`config.mk`:
```
export PLATFORM = sky130hd
export DESIGN_NAME = c8_count_stage
export DESIGN_NICKNAME = d
export VERILOG_FILES = /design/src/rtl/c8_count_stage.sv
export SDC_FILE = /design/constraint.sdc
export NUM_CORES = 1
export LEC_CHECK = 0
export BUFFER_PORTS_ARGS = -buffer_cell sky130_fd_sc_hd__buf_2
export CORE_AREA = 2 2 62 70
export CTS_BUF_LIST = sky130_fd_sc_hd__clkbuf_16
export DETAILED_ROUTE_END_ITERATION = 16
export DIE_AREA = 0 0 64 72
export GPL_ROUTABILITY_DRIVEN = 0
export GPL_TIMING_DRIVEN = 0
export HOLD_SLACK_MARGIN = 0.06
export PLACE_DENSITY = 0.85
export SLEW_MARGIN = 20
export SYNTH_ARGS = -nofsm -noshare
export SYNTH_HDL_FRONTEND = slang
export SYNTH_SLANG_ARGS = --single-unit
```
`constraint.sdc`:
```
create_clock -name clk -period 1.64 [get_ports clk]
set_clock_uncertainty 0.1 [all_clocks]
set_input_delay 0 -clock clk [delete_from_list [all_inputs] [get_ports clk]]
set_output_delay 0 -clock clk [all_outputs]
set_load 0.01 [all_outputs]
```
`src/rtl/c8_count_stage.sv`:
```
// rtl/c8_count_stage.sv - c8 counter register with 2-entry output queue (optional C8_SAT_EN: saturating count)
module c8_count_stage #(
  parameter int W     = 8,
  parameter int DEPTH = 2
) (
  input  logic         clk,
  input  logic         rst_n,
  input  logic         in_valid,
  output logic         in_ready,
  input  logic [1:0]   in_op,
  input  logic [W-1:0] in_data_a,
  input  logic [W-1:0] in_data_b,
  output logic [W-1:0] cnt_q,
  output logic         out_valid,
  input  logic         out_ready,
  output logic [W-1:0] out_count,
  output logic         out_tc,
  output logic         ovf_sticky,
  output logic [1:0]   fsm_state
);

  typedef enum logic [1:0] {
    IDLE  = 2'd0,
    RUN   = 2'd1,
    STALL = 2'd2
  } state_t;

  localparam logic [1:0]   FULL = 2'(DEPTH);
  localparam logic [W-1:0] ONES = {W{1'b1}};

  logic [W-1:0] cnt_d;
  logic [1:0]   occ_q, occ_d;
  logic [W-1:0] head_cnt_q, head_cnt_d, tail_cnt_q, tail_cnt_d;
  logic         head_tc_q, head_tc_d, tail_tc_q, tail_tc_d;
  logic         ovf_q, ovf_d;
  state_t       state_q, state_d;

  logic         accept, pop, is_load;
  logic [W-1:0] res_cnt;
  logic         res_tc;

  assign in_ready   = (occ_q != FULL);
  assign out_valid  = (occ_q != 2'd0);
  assign out_count  = head_cnt_q;
  assign out_tc     = head_tc_q;
  assign ovf_sticky = ovf_q;
  assign fsm_state  = state_q;

  // Command decode: the c8 operation result and its terminal-count flag
  always_comb begin
    res_cnt = cnt_q;
    res_tc  = 1'b0;
    is_load = 1'b0;
    case (in_op)
      2'b01: begin res_cnt = in_data_a; is_load = 1'b1; end
      2'b10: begin res_cnt = in_data_b; is_load = 1'b1; end
      2'b11: begin
        if (cnt_q == ONES) begin
          res_tc = 1'b1;
`ifdef C8_SAT_EN
          res_cnt = ONES;
`else
          res_cnt = '0;
`endif
        end else begin
          res_cnt = cnt_q + W'(1);
        end
      end
      default: ;
    endcase
  end

  // Counter, sticky overflow and queue next-state; the head register keeps its
  // last value once the queue drains
  always_comb begin
    accept     = in_valid && in_ready;
    pop        = out_valid && out_ready;
    cnt_d      = accept ? res_cnt : cnt_q;
    ovf_d      = ovf_q;
    occ_d      = occ_q;
    head_cnt_d = head_cnt_q;
    head_tc_d  = head_tc_q;
    tail_cnt_d = tail_cnt_q;
    tail_tc_d  = tail_tc_q;
    if (accept) begin
      if (is_load) ovf_d = 1'b0;
      else if (res_tc) ovf_d = 1'b1;
    end
    case ({accept, pop})
      2'b10: begin
        occ_d = occ_q + 2'd1;
        if (occ_q == 2'd0) begin
          head_cnt_d = res_cnt;
          head_tc_d  = res_tc;
        end else begin
          tail_cnt_d = res_cnt;
          tail_tc_d  = res_tc;
        end
      end
      2'b01: begin
        occ_d = occ_q - 2'd1;
        if (occ_q == FULL) begin
          head_cnt_d = tail_cnt_q;
          head_tc_d  = tail_tc_q;
        end
      end
      2'b11: begin
        // only reachable with one entry: the new result replaces the popped head
        head_cnt_d = res_cnt;
        head_tc_d  = res_tc;
      end
      default: ;
    endcase
  end

  // Debug FSM next-state: tracks idle / streaming / back-pressured
  always_comb begin
    state_d = state_q;
    case (state_q)
      IDLE:    if (accept) state_d = (occ_d == FULL) ? STALL : RUN;
      RUN: begin
        if (occ_d == FULL) state_d = STALL;
        else if (occ_d == 2'd0 && !accept) state_d = IDLE;
      end
      STALL:   if (pop) state_d = RUN;
      default: state_d = IDLE;
    endcase
  end

  // State registers with synchronous active-low reset
  always_ff @(posedge clk) begin
    if (!rst_n) begin
      cnt_q      <= '0;
      occ_q      <= 2'd0;
      head_cnt_q <= '0;
      head_tc_q  <= 1'b0;
      tail_cnt_q <= '0;
      tail_tc_q  <= 1'b0;
      ovf_q      <= 1'b0;
      state_q    <= IDLE;
    end else begin
      cnt_q      <= cnt_d;
      occ_q      <= occ_d;
      head_cnt_q <= head_cnt_d;
      head_tc_q  <= head_tc_d;
      tail_cnt_q <= tail_cnt_d;
      tail_tc_q  <= tail_tc_d;
      ovf_q      <= ovf_d;
      state_q    <= state_d;
    end
  end

endmodule

```
======== Word level (Yosys, flattened, before mapping) ========
Index checks and enable logic that the tools add are counted.
storage, ports and cells
  flip-flop bits (word level) ............. 31
  input bits .............................. 22
  output and inout port bits .............. 22
  word-level logic and storage cells ...... 64
cells by class
  add/sub/neg operators ................... 3
  equality and inequality tests ........... 17
  multiplexer cells ....................... 20
  bitwise operators ....................... 1
  reduce and logical (&&, ||, !) cells .... 15
operators with widths
  operator                                             number
  one-hot mux 8 bit (3 select lines)                   2
  2-to-1 mux 8 bit                                     3
  equality test 2 bit, second input constant           7
  2-to-1 mux 2 bit                                     5
  != test 2 bit, second input constant                 5
  adder 8 x 1 -> 8 bit, second input constant          1
  equality test 8 bit, second input constant           1
  2-to-1 mux 1 bit                                     7
  equality test 2 x 1 -> 1 bit, second input constant  3
  zero test 2 bit                                      3
  one-hot mux 2 bit (3 select lines)                   1
  AND reduction 3 bit                                  2
  one-hot mux 2 bit (2 select lines)                   1
  AND reduction 2 bit                                  2
  nonzero test 2 bit                                   2
  logical AND 1 bit                                    3
  != test 3 bit, second input constant                 1
  one-hot mux 1 bit (3 select lines)                   1
  nonzero test 3 bit                                   1
  adder 2 x 1 -> 2 bit, second input constant          1
  OR reduction 2 bit                                   1
  subtractor 2 x 1 -> 2 bit, second input constant     1
  zero test 1 bit                                      1
  inverter 1 bit                                       1

======== Depth between registers and ports, before layout ========
  depth after elaboration ................. 9
  gate-level depth with buffers ........... 8
  gate-level depth less buffers ........... 7

======== Least setup slack after synthesis ========
No wires, ideal clock.
  path kind ............................... register -> register
  from .................................... reg cnt_q[0]
  to ...................................... reg head_cnt_q[6] (netlist: out_count[6])
  setup time .............................. 75 ps
  arrival ................................. 1,506 ps
  data required time ...................... 1,465 ps
  slack ................................... -41 ps
  cell stages (with the launch flop) ...... 7
  path buffers ............................ 1
  period minus slack after synthesis ...... 1,681 ps
  cell sequence ........................... dfxtp_1 ha_1 clkbuf_2 nand2_1 o31a_1 o221a_1 o22ai_1
on the way
  longest elaborated chain between the ends .. 5
  elaborated cells between the ends (all ways) .. 6
  classes of those cells .................. 1 x add/sub; 1 x eq/ne; 4 x mux
RTL lines
  element                                                      RTL line  text
  from (decl)                                                  13        output logic [W-1:0] cnt_q,
  from (signal assigned)                                       142       cnt_q <= cnt_d;
  adder 8 x 1 -> 8 bit or equality test 8 bit (tied branches)  66, 58
  2-to-1 mux 8 bit (*)                                         58        if (cnt_q == ONES) begin
  one-hot mux 8 bit (3 select lines) (*)                       54        case (in_op)
  2-to-1 mux 8 bit                                             92        if (occ_q == 2'd0) begin
  one-hot mux 8 bit (3 select lines) (*)                       89        case ({accept, pop})
  to (signal assigned)                                         144       head_cnt_q <= head_cnt_d;
  to (decl)                                                    33        logic [W-1:0] head_cnt_q, head_cnt_d, tail_cnt_q, tail_cnt_d;
Mark *: on every way between the ends. The rest lies on a longest branch, timed or not. The select of a mux whose other input is x is not followed.
A chain may end at the register's enable or synchronous reset.

======== Worst setup path in the final report ========
  from .................................... reg cnt_q[3]
  to ...................................... reg head_cnt_q[6] (netlist: out_count[6])
Same word-level chain as after synthesis.

==> reports/qor.csv <==
metric;value;unit
Detail Route Antenna Nets;0;
max_cap viols;0;
vias per cell;5.81;
Final min period;1.62;ns
FP Rows;24;
TritonRoute pass-1 iters;4;
capturing point of the worst reg2reg path;out_count[6];
status;complete, no violations;
DP Worst Slack;-0.210;ns
unrepaired setup endpoints after global routing;yes;
Cell Chain, Critical Path;buf_6, and4_4, nand2_4, o31a_1, o221a_1, o22ai_1;
CTS tree;yes;
most frequent cells in the layout;45 x buf_2, 33 x nand2_1, 25 x dfxtp_1;
fillcell total;336;
Ports;44;
clock power share;0.401;
worst vdd ir;0.000460;V
Die Ht;72;microns
Syn Inst Count;237;
share of layout cells above drive strength 1;0.282;
FF+latch count, synth;31;
CP max stage delay;0.33;ns
post-route insts no fill;343;
Placed Cells;330;
initial antenna violation count;0;
n_diodes;0;
Bufs and invs on worst path;1;
CP Capture Point;out_count[6];
number of global-route vias before repair;1794;
core footprint;0.00387;sq mm
Remaining Overflow, GRT;0;
Worst Path Required;1.74;ns
starting density of the core;0.471;
Final WS setup;0.0227;ns
Die X;64;microns
# port buffers;41;
Synth area leader;dfxtp_1;
type of the most critical hold path;input pin to flop;
area delta synth->final;30.5;%
Clock Latency Late Sink;0.28;ns
Root Buffer;clkbuf_16;
Net Sw Power;0.607;mW
Avg WL per Cell;15.2;microns
DR vias;1994;
cell depth of the worst setup path;6;
overall routing resource usage;0.230;
crit-path leading delay family;compound AO/OA/AOI/OAI gates;
slowest stage cell, crit path;dfxtp_2;
Syn Nets;264;
CP endpoint kind;flop;
Slew headroom;0.653;
die footprint;0.00461;sq mm
Post-synth EDFFs;0;
warnings from Yosys;0;
Logic pwr share;0.203;
Unique masters post-synth;50;
Critical Path Source;cnt_q[3];
final hold viol count;0;
Pleak;1.00;nW
Setup TNS Final;0;ns
Clock transition at path regs;0.05;ns
internal power;1.54;mW
most common cell after layout, fill and taps aside;buf_2;
largest cells by area after synthesis;dfxtp_1 34%, nand2_1 7.2%, o21ai_0 7.1%;
Critical Path Start Type;flop;
Synth top area share;0.340;
fmax;0.618;GHz
Cell Pwr Density;901;mW/mm^2
Async SR Flop Fraction;0;
reg2reg path depth;6;
CP Max Fanout;7;
Synth Area per Inst;7.69;sq um
dominant synthesized flop cell;dfxtp_1;
Sink Count;31;
switching share of power;0.283;
FF-to-FF Start;cnt_q[3];
CTS Buf Count;5;
period utilization;0.986;
Flop pwr share;0.396;
detailed placement HPWL;3520;microns
Worst Path Arrival;1.71;ns
nets;318;
CTS Buffer Depth;2;
first-pass GRT wire length;8360;microns
largest net degree at the start of global routing;11;
DRC Markers;0;
DRT iter0 DRCs;172;
H-tree levels;2;
Worst Max-Slew Pin Slew;0.521;ns
WS Path Type;flop to flop;
Final setup violation count;0;
sequential share of the synthesized area;0.340;
synthesized cell area;0.00182;sq mm
WL final;5220;microns
r2r setup slk;0.02;ns
Final Slew Violations;0;
power by group through the flow:
stage / Clock (mW) / Sequential, mW / Combinational, mW
after global routing: 0.897 / 0.854 / 0.478
after CTS: 0.873 / 0.844 / 0.409
after global placement: 0 / 0.855 / 0.381
after detailed placement: 0 / 0.857 / 0.387
final: 0.860 / 0.849 / 0.435
after floorplan: 0 / 0.869 / 0.239
layer usage:
| metal | part of all wire | global-route usage |
|---|---|---|
| met4 | 0.024 | 0.101 |
| met3 | 0.070 | 0.0558 |
| met1 | 0.41 | 0.284 |
| met5 | 0 | 0 |
| met2 | 0.49 | 0.380 |
metrics by stage:
step	total power [mW]	hold WS, ns	instance area [sq um]	utilization
3_3_place_gp	1.24	0.235	2100	0.541
2_1_floorplan	1.11	0.121	1830	-
5_1_grt	2.23	0.0850	2380	0.614
4_1_cts	2.13	0.0686	2300	0.593
6_report	2.14	0.0707	2380	0.614
3_5_place_dp	1.24	0.250	2100	0.541
final cells by class:
type	instances	area, sq um	share of cell area
Inverter	9	33.8	0.0142
Sequential cell	31	633	0.266
Tap cell	52	65.1	0.0273
Multi-Input combinational cell	177	1130	0.476
Clock inverter	2	8.76	0.00368
Clock buffer	5	125	0.0526
Buffer	17	96.3	0.0405
Timing Repair Buffer	50	285	0.120
worst reg2reg max path, delay by kind of cell, from the launching register on:
kind                   cells  cell delay [ns]
AOI/OAI and AO/OA          3             0.68
and+or+nand+nor            2             0.30
buffers and inverters      1             0.12
DFF                        1             0.33
kinds of logic (layout without fill, tap and decap cells):
| group | after synthesis | count (layout) | synth area share |
|---|---|---|---|
| fa+ha+maj | 5 | 5 | 0.0343 |
| mux | 1 | 1 | 0.00549 |
| flops | 31 | 31 | 0.340 |
| compound gates | 84 | 84 | 0.317 |
| xor+xnor | 3 | 3 | 0.0144 |
| buf+inv | 29 | 83 | 0.0714 |
| simple gates | 84 | 84 | 0.217 |
worst min-delay path by stage:
stage | start | to | slack [ns] | depth (start not counted)
global route | in_valid | occ_q[0] | 0.09 | 3
finish | in_valid | occ_q[0] | 0.07 | 3
floorplan | in_data_a[4] | cnt_q[4] | 0.12 | 2
detailed placement | in_data_a[5] | cnt_q[5] | 0.25 | 3
CTS | in_valid | occ_q[0] | 0.07 | 3
global placement | in_data_a[5] | cnt_q[5] | 0.23 | 3
registers in the layout, summed over array words and instances (netlist names):
signal	count
ovf_sticky	1
occ_q	2
fsm_state	2
out_tc	1
cnt_q	8
tail_tc_q	1
out_count	8
tail_cnt_q	8
cell usage after synthesis, types with 3 or more instances:
cell type and count:
a21boi_0 4, a21oi_1 10, a31oi_1 5, and2_1 5, buf_2 7, buf_4 3
clkbuf_1 9, dfxtp_1 31, ha_1 5, inv_1 9, nand2_1 35, nand3_1 12
nor2_1 13, nor3_1 7, o211a_1 4, o211ai_1 6, o21a_1 5, o21ai_0 26
timing repair:
item	in CTS	in global routing
endpoints found under the hold margin	6	0
hold buffers	5	0
pin swaps	1	5
gates resized for setup	15	20
setup buffers	0	4
endpoints found under the setup margin	19	22
No activity file was read; power rests on OpenSTA's default activity.
